--- src/rtl/jk_bank_ctrl_if.sv ---
// rtl/jk_bank_ctrl_if.sv - requester command bus for jk_bank_ctrl
//
// Groups the per-requester command handshake into one bundle.
//   req_valid [NREQ]       : command valid, one bit per requester
//   req_ready [NREQ]       : grant back to the requesters (at most one high)
//   req_j     [NREQ]       : J input per requester
//   req_k     [NREQ]       : K input per requester
//   req_idx   [NREQ*IDXW]  : target cell, requester r uses [r*IDXW +: IDXW]
// master modport: requester side; slave modport: controller side.

interface jk_bank_ctrl_if #(
  parameter int NREQ = 4,
  parameter int IDXW = 3
);

  logic [NREQ-1:0]      req_valid;
  logic [NREQ-1:0]      req_ready;
  logic [NREQ-1:0]      req_j;
  logic [NREQ-1:0]      req_k;
  logic [NREQ*IDXW-1:0] req_idx;

  modport master (
    output req_valid,
    output req_j,
    output req_k,
    output req_idx,
    input  req_ready
  );

  modport slave (
    input  req_valid,
    input  req_j,
    input  req_k,
    input  req_idx,
    output req_ready
  );

endinterface

--- src/rtl/jk_bank_ctrl.sv ---
// rtl/jk_bank_ctrl.sv - round-robin arbitrated command controller for a JK flip-flop bank
//
// Requesters post J/K commands for one cell of an NBITS-wide JK bank. One
// winner is granted round-robin, its command is latched, and it is applied
// after the next prescaler tick (a clock enable in the clk domain).
//
// Optional feature macro: JK_BANK_TICK_EN
//   defined   : DIV_BITS-bit free-running prescaler drives tick
//   undefined : no prescaler, tick is high whenever out of reset
//
// Ports:
//   clk    in   system clock, rising edge
//   reset  in   asynchronous, active-low reset
//   req    slave modport of jk_bank_ctrl_if (valid/ready/j/k/idx per requester)
//   q      out  bank state [NBITS]
//   q_bar  out  bitwise inverse of q
//   busy   out  high while a command is in flight (state not IDLE)
//   tick   out  one-cycle prescaler pulse

module jk_bank_ctrl #(
  parameter int NREQ     = 4,
  parameter int NBITS    = 8,
  parameter int IDXW     = 3,
  parameter int DIV_BITS = 25
) (
  input  logic             clk,
  input  logic             reset,
  jk_bank_ctrl_if.slave    req,
  output logic [NBITS-1:0] q,
  output logic [NBITS-1:0] q_bar,
  output logic             busy,
  output logic             tick
);

  localparam int PTRW = (NREQ > 1) ? $clog2(NREQ) : 1;

  typedef enum logic [1:0] {
    IDLE      = 2'd0,
    WAIT_TICK = 2'd1,
    APPLY     = 2'd2
  } state_t;

  state_t            state;
  logic [PTRW-1:0]   ptr;
  logic [PTRW-1:0]   lat_win;
  logic              lat_j;
  logic              lat_k;
  logic [IDXW-1:0]   lat_idx;

  logic              win_any;
  logic [PTRW-1:0]   win_idx;
  logic [PTRW-1:0]   cand;
  logic              win_j;
  logic              win_k;
  logic [IDXW-1:0]   win_cell;
  logic [PTRW-1:0]   ptr_next;
  logic [NBITS-1:0]  next_q;

  // Round-robin search starting at ptr; first valid requester wins.
  always_comb begin
    win_any = 1'b0;
    win_idx = '0;
    cand    = '0;
    for (int i = 0; i < NREQ; i++) begin
      cand = PTRW'((int'(ptr) + i) % NREQ);
      if (!win_any && req.req_valid[cand]) begin
        win_any = 1'b1;
        win_idx = cand;
      end
    end
  end

  // Mux out the winner's command fields.
  always_comb begin
    win_j    = 1'b0;
    win_k    = 1'b0;
    win_cell = '0;
    for (int r = 0; r < NREQ; r++) begin
      if (PTRW'(r) == win_idx) begin
        win_j    = req.req_j[r];
        win_k    = req.req_k[r];
        win_cell = req.req_idx[r*IDXW +: IDXW];
      end
    end
  end

  // Grant is combinational and only offered in IDLE; held low during reset.
  assign req.req_ready = (reset && (state == IDLE) && win_any)
                         ? (NREQ'(1) << win_idx) : '0;

  // Cell update: an index outside the bank matches no cell, so the
  // command is consumed with no visible effect.
  always_comb begin
    next_q = q;
    for (int b = 0; b < NBITS; b++) begin
      if (lat_idx == IDXW'(b)) begin
        unique case ({lat_j, lat_k})
          2'b00:   next_q[b] = q[b];
          2'b01:   next_q[b] = 1'b0;
          2'b10:   next_q[b] = 1'b1;
          default: next_q[b] = ~q[b];
        endcase
      end
    end
  end

  assign ptr_next = PTRW'((int'(lat_win) + 1) % NREQ);
  assign q_bar    = ~q;

  always_ff @(posedge clk or negedge reset) begin
    if (!reset) begin
      state   <= IDLE;
      ptr     <= '0;
      q       <= '0;
      busy    <= 1'b0;
      lat_win <= '0;
      lat_j   <= 1'b0;
      lat_k   <= 1'b0;
      lat_idx <= '0;
    end else begin
      unique case (state)
        IDLE: begin
          if (win_any) begin
            lat_win <= win_idx;
            lat_j   <= win_j;
            lat_k   <= win_k;
            lat_idx <= win_cell;
            state   <= WAIT_TICK;
            busy    <= 1'b1;
          end
        end
        // Only a tick seen here counts; ticks in IDLE/APPLY are not stored.
        WAIT_TICK: begin
          if (tick) begin
            state <= APPLY;
          end
        end
        APPLY: begin
          q     <= next_q;
          ptr   <= ptr_next;
          state <= IDLE;
          busy  <= 1'b0;
        end
        default: begin
          state <= IDLE;
          busy  <= 1'b0;
        end
      endcase
    end
  end

`ifdef JK_BANK_TICK_EN
  logic [DIV_BITS-1:0] div_cnt;

  always_ff @(posedge clk or negedge reset) begin
    if (!reset) begin
      div_cnt <= '0;
    end else begin
      div_cnt <= div_cnt + DIV_BITS'(1);
    end
  end

  // Counter is cleared in reset, so tick is naturally low there.
  assign tick = &div_cnt;
`else
  // No prescaler: tick is a constant enable outside reset. A zero-width
  // DIV_BITS is a broken configuration and keeps tick low.
  assign tick = reset & (DIV_BITS > 0);
`endif

endmodule

--- src/flat_wrapper.sv ---
// flat-port wrapper written by rule: the top's interface ports become plain ports
module jk_bank_ctrl_flat 
#(
  parameter int NREQ     = 4,
  parameter int NBITS    = 8,
  parameter int IDXW     = 3,
  parameter int DIV_BITS = 25
)
  (clk, reset, q, q_bar, busy, tick, req_req_valid, req_req_j, req_req_k, req_req_idx, req_req_ready);
  jk_bank_ctrl_if #(.NREQ(NREQ), .IDXW(IDXW)) req_i ();
  input  logic clk;
  input  logic reset;
  output logic [NBITS-1:0] q;
  output logic [NBITS-1:0] q_bar;
  output logic busy;
  output logic tick;
  input wire logic [$bits(req_i.req_valid)-1:0] req_req_valid;
  input wire logic [$bits(req_i.req_j)-1:0] req_req_j;
  input wire logic [$bits(req_i.req_k)-1:0] req_req_k;
  input wire logic [$bits(req_i.req_idx)-1:0] req_req_idx;
  output wire logic [$bits(req_i.req_ready)-1:0] req_req_ready;
  assign req_i.req_valid = req_req_valid;
  assign req_i.req_j = req_req_j;
  assign req_i.req_k = req_req_k;
  assign req_i.req_idx = req_req_idx;
  assign req_req_ready = req_i.req_ready;
  jk_bank_ctrl #(.NREQ(NREQ), .NBITS(NBITS), .IDXW(IDXW), .DIV_BITS(DIV_BITS)) u_core (.clk(clk), .reset(reset), .req(req_i), .q(q), .q_bar(q_bar), .busy(busy), .tick(tick));
endmodule
--- config.mk ---
export PLATFORM = sky130hd
export DESIGN_NAME = jk_bank_ctrl_flat
export DESIGN_NICKNAME = d
export VERILOG_FILES = /design/src/rtl/jk_bank_ctrl_if.sv /design/src/rtl/jk_bank_ctrl.sv /design/src/flat_wrapper.sv
export SDC_FILE = /design/constraint.sdc
export NUM_CORES = 1
export LEC_CHECK = 0
export ABC_AREA = 1
export BUFFER_PORTS_ARGS = -buffer_cell sky130_fd_sc_hd__buf_2
export CAP_MARGIN = 20
export CORE_MARGIN = 2
export CORE_UTILIZATION = 45
export DETAILED_ROUTE_END_ITERATION = 16
export PLACE_DENSITY = 0.7
export RECOVER_POWER = 50
export SETUP_SLACK_MARGIN = 0.2
export SLEW_MARGIN = 20
export SYNTH_ARGS = -nofsm -noshare
export SYNTH_HDL_FRONTEND = slang
export SYNTH_SLANG_ARGS = --single-unit
export TNS_END_PERCENT = 10
--- constraint.sdc ---
create_clock -name clk -period 2 [get_ports clk]
set_input_delay 0.2 -clock clk [delete_from_list [all_inputs] [get_ports clk]]
set_output_delay 0.2 -clock clk [all_outputs]
set_load 0.01 [all_outputs]
; Word-level counts from Yosys, hierarchy flattened
; Cells that the tools add are included.
[classes]
n_addsub = 4
order_cmp = 4
n_eq_ne = 16
shifts = 1
n_mux = 42
bitwise_logic = 11
reduce_logical = 23
[op_table]
columns = operator, n
row1 = one-hot mux 1 bit (3 select lines), 8
row2 = AND reduction 3 bit, 8
row3 = 2-to-1 mux 1 bit, 17
row4 = == test 3 bit (second input constant), 4
row5 = less-than comparator 2 x 3 -> 1 bit (second input constant), 4
row6 = 2-to-1 mux 2 bit, 6
row7 = 2-to-1 mux 3 bit, 4
row8 = NOT 1 bit, 10
row9 = binary-select mux 1 bit (select 2 bit), 4
row10 = NOT 8 bit, 1
row11 = == test 3 x 2 -> 1 bit (second input constant), 2
row12 = logical NOT 2 bit, 3
row13 = AND reduction 2 bit, 3
row14 = logical AND 1 bit, 5
row15 = adder 2 x 1 -> 2 bit (second input constant), 2
row16 = adder 2 bit (second input constant), 2
row17 = == test 2 x 1 -> 1 bit (second input constant), 2
row18 = == test 2 bit (first input constant), 2
row19 = == test 2 bit (second input constant), 2
row20 = 2-to-1 mux 4 bit, 1
row21 = one-hot mux 2 bit (2 select lines), 1
row22 = << shifter 1 x 2 -> 4 bit (first input constant), 1
row23 = == test 3 x 1 -> 1 bit (second input constant), 1
row24 = logical NOT 1 bit, 3
row25 = 5 further kinds, 5
[totals]
reg_bits = 20
inputBits = 26
word_cells = 116

; Longest topological paths before layout
; Gate-level depths: netlist of the first run.
[depth]
word_depth = 17
ltp_mapped = 15

; Worst setup path after synthesis of the first run
; No wires, ideal clock.
[synth_path]
path_kind = register to output
start = register u_core.ptr[0]
end = output req_req_ready[1]
arrival_time_ps = 1572
setup_slack_ps = 228
stages_incl_launch_ff = 11
path_buffers = 1
path_cell_list = dfrtp_1 > inv_2 > nand2_2 > nand3_2 > nand2_2 > nor2_4 > nand3_1 > nand2_2 > nand2_4 > buf_6 > nor3_1
[synth_between]
elab_chain_len = 14
word_cells_on_any_way = 28
cone_classes = 3 x add/sub / 1 x shift / 17 x mux / 7 x reduce/logical
[synth_lines]
columns = item, line_no
row1 = "start, declared", jk_bank_ctrl.sv:44  ; logic [PTRW-1:0] ptr;
row2 = "start signal, assigned", jk_bank_ctrl.sv:140  ; ptr <= ptr_next;
row3 = "parallel branches: the longest is 13 deep, another holds adder 2 x 1 -> 2 bit", -
row4 = 2-to-1 mux 4 bit *, jk_bank_ctrl.sv:89  ; ? (NREQ'(1) << win_idx) : '0;
row5 = "end, declared", flat_wrapper.sv:21  ; output wire logic [$bits(req_i.req_ready)-1:0] req_req_ready;
; Mark *: on every way between the ends. The select of a mux whose other input is x is not followed.

; Final worst setup path of the first run
[layout_path]
start = register u_core.ptr[0]
end = output req_req_ready[2]
; Same word-level chain as after synthesis.

==> results.cfg, run 1 <==
[grt]
grt.total_usage = 0.191
grt_remaining_overflow = 0
first_global_vias = 1346
largest_net_degree_at_the_start_of_global_routing = 14
number_of_antenna_violations_at_the_first_check_in_global_routing = 0
grt_pass1_wl_um = 5520

[pwr]
power.density_cell_area_mw_per_mm2 = 1850
share_clk_of_total_power = 0.091
seq_power_share = 0.214
power_frac_comb = 0.695
switching_share = 0.498
netSwitchingPower_uw = 1800
power.static_leakage_uw = 0.00108
internal_power_uw = 1810
vdd_drop_max_v = 0.000893

[synthesis]
mappedNetlistNets = 247
netlist_area_mm2 = 0.00151
synth.ff_latch_count = 20
number_of_warnings_printed_during_yosys_synthesis = 0
netlist_instances = 219
synth.yosys.seq_area_share = 0.332
synth.lib_cells_used.distinct = 27
avgSynthCellArea_um2 = 6.88

[critical_path]
critical_path_class = register to output pin
timing.critical_path.to_type = output pin
cp.buffers_inverters = 4
critical_path.top_delay_family = simple AND/OR/NAND/NOR gates
cp-start-kind = register
regToRegSetupSlack_ns = 0
crit_path_max_fanout = 11
worst-endpoint-required_ns = 1.80
timing.critical_path.arrival_ns = 2.00
critical-path-slowest-cell = sky130_fd_sc_hd__dfrtp_2
slowest_delay_ns = 0.48
crit_chain = inv_4, nand2_2, nand3_4, nand2_2, nor2_4, nand3_2, inv_1, nor2_4, buf_12, nor3_1, buf_2

[drt]
drt_drc_violations_left = 0
drt-initial-drc-count = 45
detailroute.via_count = 1513
top_layer_used = met4
routed-wl-met2_um = 1590
detailed_route_wire_length_per_cell_um = 10.1
detailroute.wirelength.met3_um = 151
via_per_inst = 4.67
route.final.wire_length_um = 3280
drt_pre_antenna_iters = 4
route.layer.met1.wl_um = 1530
final_antenna_net_count = 0

[outcome]
failed_checks = negative setup slack
status = finished, violations left

[placement]
pre_cts_ws_ns = 0.0163
numPortBuffers = 47
place.gp.congestion = 0.813
dp.final_hpwl_um = 2540

[cts]
worstSkewPairLatency_ns = 0.31
number_of_levels_the_h_tree_was_split_into = 1
numClockSinks = 20
tritoncts = built
clock-root-buffer = sky130_fd_sc_hd__clkbuf_4
clock_path_buffers = 2
clkTransAtPathRegs_ns = 0.12
numCtsBuffers = 3

[timing]
worst-slew-pin-transition_ns = 0.621
highest_clock_frequency_the_design_can_meet_mhz = 455
final.setup.worst_slack_ns = -0.197
period_share = 1.10
final-max-slew-violation-count = 0
grt_setup_unrepaired = yes
slew_headroom = 0.586
finalClockSkew_ns = 0.0113
final_hold_viol_count = 0
finalCriticalPeriod_ns = 2.20
report.final.setup_viol = 4
holdWs_ns = 0.206

[min_path]
worstHoldPathType = input port to register

[floorplanning]
fp.dieArea_mm2 = 0.00383
die_height_um = 61.9
initial_utilization = 0.459
core_region_area_mm2 = 0.00328
die_x_um = 61.9
io-pin-count = 48
fp-row-count = 21

[finish]
final_core_util = 0.593
area_growth_syn_to_layout_pct = 29.3
final.fill_count = 328
finish.net_count = 307
n_antenna_cell = 0
post_route_cells_drive_above_1_share = 0.338

[job]
timing.max_cap.violations = 0
==> per-layer routing <==
metal | track usage | vias to the layer above
li1 | - | 812
met1 | 0.250 | 665
met2 | 0.334 | 33
met3 | 0.0435 | 3
met4 | 0.0182 | 0
met5 | 0 | -
==> tightest hold or removal path: stages <==
cell and delay, ns:
sky130_fd_sc_hd__buf_2 0.07, sky130_fd_sc_hd__nand2_1 0.04, sky130_fd_sc_hd__nand2_1 0.05, sky130_fd_sc_hd__nor2_1 0.04, sky130_fd_sc_hd__nor2_1 0.07
==> worst paths after layout <==
| path | startpoint | endpoint | cells after the start |
|---|---|---|---|
| setup / recovery | u_core.ptr[0] | req_req_ready[2] | 11 |
| hold / removal | req_req_idx[10] | u_core.lat_idx[1] | 5 |
| setup reg to reg | u_core.ptr[0] | u_core.lat_j | 14 |
| hold reg to reg | u_core.lat_k | u_core.lat_k | 2 |
| max in group asynchronous | reset | u_core.ptr[1] | 3 |
| min in group asynchronous | reset | u_core.q[2] | 2 |
==> state kept, by name, summed over array words and instances, names as in the netlist <==
| name | count |
|---|---|
| u_core.state | 2 |
| u_core.lat_win | 2 |
| u_core.busy | 1 |
| u_core.ptr | 2 |
| u_core.q | 8 |
| u_core.lat_j | 1 |
| u_core.lat_idx | 3 |
| u_core.lat_k | 1 |
==> cells in the final DEF, fill, tap and decap left out, types with 3 or more instances in the layout <==
master                     Yosys  routed
sky130_fd_sc_hd__dfrtp_1      20      18
sky130_fd_sc_hd__nand2_4       2       3
sky130_fd_sc_hd__nand3_1      16      16
sky130_fd_sc_hd__a31oi_1       7       7
sky130_fd_sc_hd__nand2_2      12      14
sky130_fd_sc_hd__buf_4         1       7
sky130_fd_sc_hd__clkbuf_4      0       3
sky130_fd_sc_hd__nand2_1      59      56
sky130_fd_sc_hd__clkbuf_1      0       5
sky130_fd_sc_hd__nor2_1       14      14
sky130_fd_sc_hd__o21ai_0       8       8
sky130_fd_sc_hd__a21oi_1      16      16
sky130_fd_sc_hd__nor3_1        5       5
sky130_fd_sc_hd__nor2_4        3       3
sky130_fd_sc_hd__nand3_2       4       3
sky130_fd_sc_hd__buf_2         0      43
sky130_fd_sc_hd__inv_1        32      32
==> power groups by stage <==
stage          sequential (uW)  combinational, uW  clock [uW]
2_1_floorplan              775               1770           0
4_1_cts                    772               2500         341
6_report                   771               2510         328
3_3_place_gp               775               2340           0
3_5_place_dp               776               2360           0
5_1_grt                    806               2880         358
==> layout make-up <==
type,instances,area (um2),area share
Sequential cell,20,503,0.258
Clock buffer,3,22.5,0.0116
Clock inverter,1,30.0,0.0154
Inverter,37,149,0.0764
Timing Repair Buffer,59,339,0.174
Multi-Input combinational cell,158,847,0.435
Tap cell,46,57.6,0.0295
==> timing repair <==
action,CTS,global route
pin swaps,4,3
gates resized for setup,11,3
setup endpoints to repair,13,13
hold buffers,1,0
buffers inserted,4,1
hold endpoints to repair,9,0
==> Yosys cell counts (all sizes together) <==
cell | instances | area, um2
buf | 4 | 41.3
a31oi | 7 | 43.8
nor3 | 5 | 25.0
nand4 | 1 | 6.26
dfrtp | 20 | 500
o21ai | 9 | 45.0
a21o | 1 | 7.51
nand2 | 73 | 319
ha | 2 | 25.0
a21boi | 1 | 18.8
inv | 37 | 141
xnor2 | 1 | 8.76
a21oi | 16 | 80.1
nor3b | 1 | 12.5
nor2 | 19 | 98.8
or2 | 2 | 12.5
nand3 | 20 | 120
==> logic make-up after synthesis <==
family                   after synthesis  synth area share
XOR/XNOR                               1           0.00582
buffers and inverters                 41             0.121
adder cells (fa/ha/maj)                2            0.0166
AO/OA/AOI/OAI                         34             0.130
flip-flops                            20             0.332
AND/OR/NAND/NOR                      121             0.395
==> metrics by stage <==
stage	area, um2	total power, uW	setup TNS (ns)	instances
floorplan	1510	2550	0	219
global placement	1820	3120	0	314
detailed placement	1820	3140	0	314
CTS	1940	3620	-0.807	323
global route	1950	4050	-1.74	324
finish	1950	3610	-0.771	324
No activity file was read; power rests on OpenSTA's default activity.
==> inputs of run 2 (changes only) <==
Settings changed: ABC_AREA 1 to unset, PLACE_DENSITY 0.7 to 0.73.
==> run 2 against run 1 <==
- register-to-register slack improved by 0.34 ns
- routed wire length decreased by 17%
- core utilization increased by 1.8 points
- the flow now finishes without violations
- first-iteration DRC count decreased by 33%
- highest routed layer unchanged
- synthesized cell count decreased by 42%
- final cell count decreased by 36%
- sequential share of layout area increased by 7.0 points
- critical endpoint is now req_req_ready[3]
- combinational power decreased by 62%
==> results.cfg, run 2 <==
[synthesis]
synth_top_flop_cell = sky130_fd_sc_hd__dfrtp_1
netlist_instances = 127
avgSynthCellArea_um2 = 9.43
synth_top_cell_by_area = sky130_fd_sc_hd__dfrtp_1
synthArstFlopShare = 1.00
post-synth-top-area-fraction = 0.418
synth.yosys.seq_area_share = 0.418
netlist_area_mm2 = 0.00120
synth.ff_latch_count = 20
synth-edff-count = 0
synthTopCellsByArea = sky130_fd_sc_hd__dfrtp_1 (42%), sky130_fd_sc_hd__mux2i_1 (9.2%), sky130_fd_sc_hd__inv_1 (4.7%), sky130_fd_sc_hd__nand2_1 (4.1%), sky130_fd_sc_hd__o41ai_2 (4.1%)
synth.lib_cells_used.distinct = 33
netlist_top_cells_count = sky130_fd_sc_hd__dfrtp_1 (20), sky130_fd_sc_hd__inv_1 (15), sky130_fd_sc_hd__nand2_1 (13), sky130_fd_sc_hd__mux2i_1 (11), sky130_fd_sc_hd__nor2_1 (10)
number_of_warnings_printed_during_yosys_synthesis = 0
post-synth-top-count-cell = sky130_fd_sc_hd__dfrtp_1
mappedNetlistNets = 155

[critical_path]
critical_path_class = register to output pin
slowest_delay_ns = 0.46
timing.critical_path.arrival_ns = 1.57
crit_chain = a21oi_1, o21a_1, o22ai_2, nand2b_4, nor3_1, buf_2
worst-endpoint-required_ns = 1.80
crit_path_max_fanout = 5
critical-path-slowest-cell = sky130_fd_sc_hd__dfrtp_2
cp-start-kind = register
timing.critical_path.to_type = output pin

[floorplanning]
fp-row-count = 18
core_region_area_mm2 = 0.00250
io-pin-count = 48
fp.dieArea_mm2 = 0.00309
die_height_um = 55.6
initial_utilization = 0.479
die_x_um = 55.6

[drt]
drt_pre_antenna_iters = 4
route.final.wire_length_um = 2740
drt-initial-drc-count = 30
detailed_route_wire_length_per_cell_um = 13.1
detailroute.via_count = 1094
drt_drc_violations_left = 0
via_per_inst = 5.26
final_antenna_net_count = 0

[timing]
finalCriticalPeriod_ns = 1.77
worst-slew-pin-transition_ns = 0.652
setup_total_negative_slack_ns = 0
finalClockSkew_ns = 0.00237
final_hold_viol_count = 0
grt_setup_unrepaired = yes
slew_headroom = 0.561
final.setup.worst_slack_ns = 0.235
report.final.setup_viol = 0
highest_clock_frequency_the_design_can_meet_mhz = 567
period_share = 0.883
final-max-slew-violation-count = 0

[grt]
grt.total_usage = 0.192
number_of_antenna_violations_at_the_first_check_in_global_routing = 0
grt_remaining_overflow = 0
grt_pass1_wl_um = 4850
first_global_vias = 1103
largest_net_degree_at_the_start_of_global_routing = 21

[finish]
layout.cells.most_common_list = sky130_fd_sc_hd__buf_2 (38), sky130_fd_sc_hd__dfrtp_1 (19), sky130_fd_sc_hd__inv_1 (15)
finish.net_count = 207
n_antenna_cell = 0
area_growth_syn_to_layout_pct = 27.7
post_route_cells_drive_above_1_share = 0.337
mostFrequentLayoutCell = sky130_fd_sc_hd__buf_2
largest_register_ffs = 8
largest_register = u_core.q
biggestRegsByFlops = u_core.q x8, u_core.lat_idx x3

[cts]
clkTransAtPathRegs_ns = 0.11
worstSkewPairLatency_ns = 0.30
clock-root-buffer = sky130_fd_sc_hd__clkbuf_4
clock_path_buffers = 2
tritoncts = built
numCtsBuffers = 3
numClockSinks = 20
number_of_levels_the_h_tree_was_split_into = 1

[pwr]
power.static_leakage_uw = 0.000752
power.density_cell_area_mw_per_mm2 = 1240
vdd_drop_max_v = 0.000649

[min_path]
worstHoldPathType = input port to register

[job]
timing.max_cap.violations = 0

[placement]
pre_cts_ws_ns = 0.251
numPortBuffers = 47
place.gp.congestion = 0.850
dp.final_hpwl_um = 2200

[outcome]
status = finished, final reports clean
run 2: changes by cell type after synthesis, moves of 5 or more:
cell / delta
sky130_fd_sc_hd__nand2_1: -46
sky130_fd_sc_hd__inv_1: -17
sky130_fd_sc_hd__nand3_1: -15
sky130_fd_sc_hd__nand2_2: -12
sky130_fd_sc_hd__a21oi_1: -11
sky130_fd_sc_hd__mux2i_1: +11
sky130_fd_sc_hd__a31oi_1: -7
sky130_fd_sc_hd__o221ai_1: +5
run 2: area by class of cell:
type                       instances  area, um2
clock buffer                       4       36.3
fill                             237        971
inverter                          16       60.1
multi-input combinational         86        629
sequential                        20        502
tap                               30       37.5
timing repair buffer              52        264
run 2: critical path, delay by kind of cell, from the launching register on:
family | cells | cell delay [ns]
flip-flops | 1 | 0.46
AO/OA/AOI/OAI | 3 | 0.36
AND/OR/NAND/NOR | 2 | 0.29
buffers and inverters | 1 | 0.15
run 2: per-stage QoR:
stage                     instance area, um2  total power, uW  hold WS [ns]  cells  utilization
after CTS                               1520             1900         0.211    208        0.607
after global routing                    1530             2070         0.234    208        0.612
after floorplan                         1200             1360       -0.0956    127            -
after detailed placement                1440             1610        0.0138    200        0.574
final                                   1530             1900         0.217    208        0.612
after global placement                  1440             1560        0.0160    200        0.574
run 2: repair_timing:
action / 4_1_cts / 5_1_grt
hold buffers: 1 / 0
setup endpoints to repair: 3 / 5
setup buffers: 3 / 0
endpoints found under the hold margin: 20 / 0
gates resized for setup: 3 / 5
run 2: cell families after synthesis:
logic type | Yosys count | synth area share
and+or+nand+nor | 40 | 0.161
buffers and inverters | 21 | 0.0857
DFF | 20 | 0.418
adders and majority gates | 2 | 0.0209
xor gates and xnor gates | 1 | 0.00732
AOI/OAI and AO/OA | 31 | 0.206
muxes | 12 | 0.101
run 2: where the power goes:
group | total (uW) | internal [uW] | switching (uW)
Sequential | 706 | 554 | 152
Combinational | 961 | 398 | 563
Clock | 235 | 111 | 124
Total | 1900 | 1060 | 839
run 2: worst paths after layout:
check / cells after the start / slack, ns / to / start
max in group asynchronous: 3 / 1.22 / u_core.lat_win[1] / reset
setup reg to reg: 6 / 0.34 / u_core.q[4] / u_core.lat_j
min in group asynchronous: 2 / 0.26 / u_core.lat_idx[2] / reset
hold / removal: 3 / 0.22 / u_core.lat_j / req_req_j[0]
setup / recovery: 6 / 0.23 / req_req_ready[3] / u_core.ptr[1]
hold reg to reg: 2 / 0.51 / u_core.lat_win[1] / u_core.lat_win[1]
run 2: per-layer routing:
metal / up-vias / share of wire / GRT usage
met5: - / 0 / 0
met4: 0 / 0.015 / 0.0627
met3: 5 / 0.056 / 0.0302
met2: 39 / 0.48 / 0.327
met1: 500 / 0.45 / 0.249
li1: 550 / - / -
==> inputs of run 3 (changes only) <==
Settings changed: RECOVER_POWER 50 to unset.
==> run 3 against run 2 <==
- global-route usage stayed put
- clock power barely moved
- non-clock buffer count unchanged
- worst setup slack is essentially flat
- final cell count is the same
- clock-buffer cell count unchanged
- design area grew 0.74%
- routed wire length fell by 0.29%
- critical path depth is the same
- first-iteration DRC count unchanged
- largest cell class unchanged
==> results.cfg, run 3 (synthesized netlist as in run 2, its figures left out) <==
[timing]
slew_headroom = 0.561
period_share = 0.883
worst-slew-pin-transition_ns = 0.652
finalCriticalPeriod_ns = 1.77
highest_clock_frequency_the_design_can_meet_mhz = 567
report.final.setup_viol = 0
finalClockSkew_ns = 0.00233
final.setup.worst_slack_ns = 0.235
final-max-slew-violation-count = 0
final_hold_viol_count = 0
grt_setup_unrepaired = yes
setup_total_negative_slack_ns = 0

[finish]
post_route_cells_drive_above_1_share = 0.388
multi_input_area_um2 = 629
n_antenna_cell = 0
final_core_util = 0.616
finish.net_count = 207
post-route-cell-area_mm2 = 0.00154
mostFrequentLayoutCell = sky130_fd_sc_hd__buf_2
largest_register = u_core.q
biggestRegsByFlops = u_core.q x8, u_core.lat_idx x3
final.fill_count = 231
largest_register_ffs = 8
ff_latch_area_um2 = 502
layout.cells.most_common_list = sky130_fd_sc_hd__buf_2 (47), sky130_fd_sc_hd__dfrtp_1 (19), sky130_fd_sc_hd__inv_1 (15)
area_growth_syn_to_layout_pct = 28.6

[drt]
drt_pre_antenna_iters = 4
detailed_route_wire_length_per_cell_um = 13.1
detailroute.via_count = 1096
route.final.wire_length_um = 2730
final_antenna_net_count = 0
drt-initial-drc-count = 30
via_per_inst = 5.27
drt_drc_violations_left = 0

[pwr]
share_clk_of_total_power = 0.123
internal_power_uw = 1080
power.density_cell_area_mw_per_mm2 = 1240
power_frac_comb = 0.509
seq_power_share = 0.368
switching_share = 0.437
power.static_leakage_uw = 0.000784
netSwitchingPower_uw = 837
vdd_drop_max_v = 0.000654

[cts]
numClockSinks = 20
worstSkewPairLatency_ns = 0.30
clkTransAtPathRegs_ns = 0.11
clock_path_buffers = 2
clock-root-buffer = sky130_fd_sc_hd__clkbuf_4
tritoncts = built
number_of_levels_the_h_tree_was_split_into = 1
numCtsBuffers = 3

[critical_path]
regToRegStartpoint = u_core.lat_j
worstSetupEndpoint = req_req_ready[3]
worst_setup_path_startpoint = u_core.ptr[1]
crit_path_max_fanout = 5
timing.critical_path.arrival_ns = 1.57
rr_endpoint = u_core.q[4]
cp-start-kind = register
worst-endpoint-required_ns = 1.80
r2r.worst_path.cells = 6
critical_path_class = register to output pin
timing.critical_path.to_type = output pin
regToRegSetupSlack_ns = 0.34

[floorplanning]
io-pin-count = 48
die_height_um = 55.6
fp-row-count = 18
fp.dieArea_mm2 = 0.00309
core_region_area_mm2 = 0.00250
initial_utilization = 0.479
die_x_um = 55.6

[placement]
numPortBuffers = 47
detailed_place.area_mm2 = 0.00144
place.gp.congestion = 0.850
pre_cts_ws_ns = 0.251
dp.final_hpwl_um = 2200

[grt]
first_global_vias = 1103
grt.total_usage = 0.192
grt_pass1_wl_um = 4850
largest_net_degree_at_the_start_of_global_routing = 21
number_of_antenna_violations_at_the_first_check_in_global_routing = 0
grt_remaining_overflow = 0

[min_path]
worstHoldPathType = input port to register

[job]
timing.max_cap.violations = 0

[outcome]
status = finished, final reports clean
## run 3: metal layers
metal  share of wire  GRT usage  vias to the layer above
met4           0.015     0.0627                        0
met1            0.45      0.249                      501
met3           0.055     0.0302                        5
met2            0.48      0.327                       39
li1                -          -                      551
met5               0          0                        -
## run 3: worst min-delay path by stage
stage                   start           endpoint  slack (ns)  cells past startpoint
2_1_floorplan           reset        u_core.busy        -0.1                      0
3_3_place_gp            reset      u_core.ptr[1]        0.02                      1
3_5_place_dp            reset      u_core.ptr[1]        0.01                      1
4_1_cts        req_req_idx[8]  u_core.lat_idx[2]        0.21                      3
5_1_grt                 reset      u_core.ptr[1]        0.21                      2
6_report         req_req_j[0]       u_core.lat_j        0.22                      3
## run 3: through the flow
stage	power (uW)	std cells	hold slack [ns]
floorplan	1360	127	-0.0956
global placement	1560	200	0.0160
detailed placement	1610	200	0.0138
CTS	1900	208	0.211
global route	2080	208	0.208
finish	1910	208	0.217
## run 3: what timing repair did
item / 4_1_cts / 5_1_grt
gates resized for setup: 3 / 5
gates cloned: 0 / 0
setup buffers: 3 / 0
endpoints found under the setup margin: 3 / 5
hold endpoints to repair: 20 / 0
hold buffers: 1 / 0
## run 3: final cells by class
type,count,share of cell area
flip-flops and latches,20,0.326
repair buffers,52,0.179
multi-input cells,86,0.409
inverters,16,0.0390
well taps,30,0.0244
clock buffers,4,0.0236
## run 3: power by group through the flow
stage / sequential, uW / combinational [uW] / clock (uW)
2_1_floorplan: 698 / 657 / 0
3_3_place_gp: 691 / 869 / 0
3_5_place_dp: 706 / 906 / 0
4_1_cts: 698 / 954 / 247
5_1_grt: 727 / 1080 / 266
6_report: 704 / 975 / 235
## run 3: worst max-delay path: stages (launching register included)
cell and delay [ns]:
sky130_fd_sc_hd__dfrtp_2 0.46, sky130_fd_sc_hd__a21oi_1 0.14, sky130_fd_sc_hd__o21a_1 0.13, sky130_fd_sc_hd__o22ai_2 0.09, sky130_fd_sc_hd__nand2b_4 0.17, sky130_fd_sc_hd__nor3_1 0.12, sky130_fd_sc_hd__buf_2 0.15
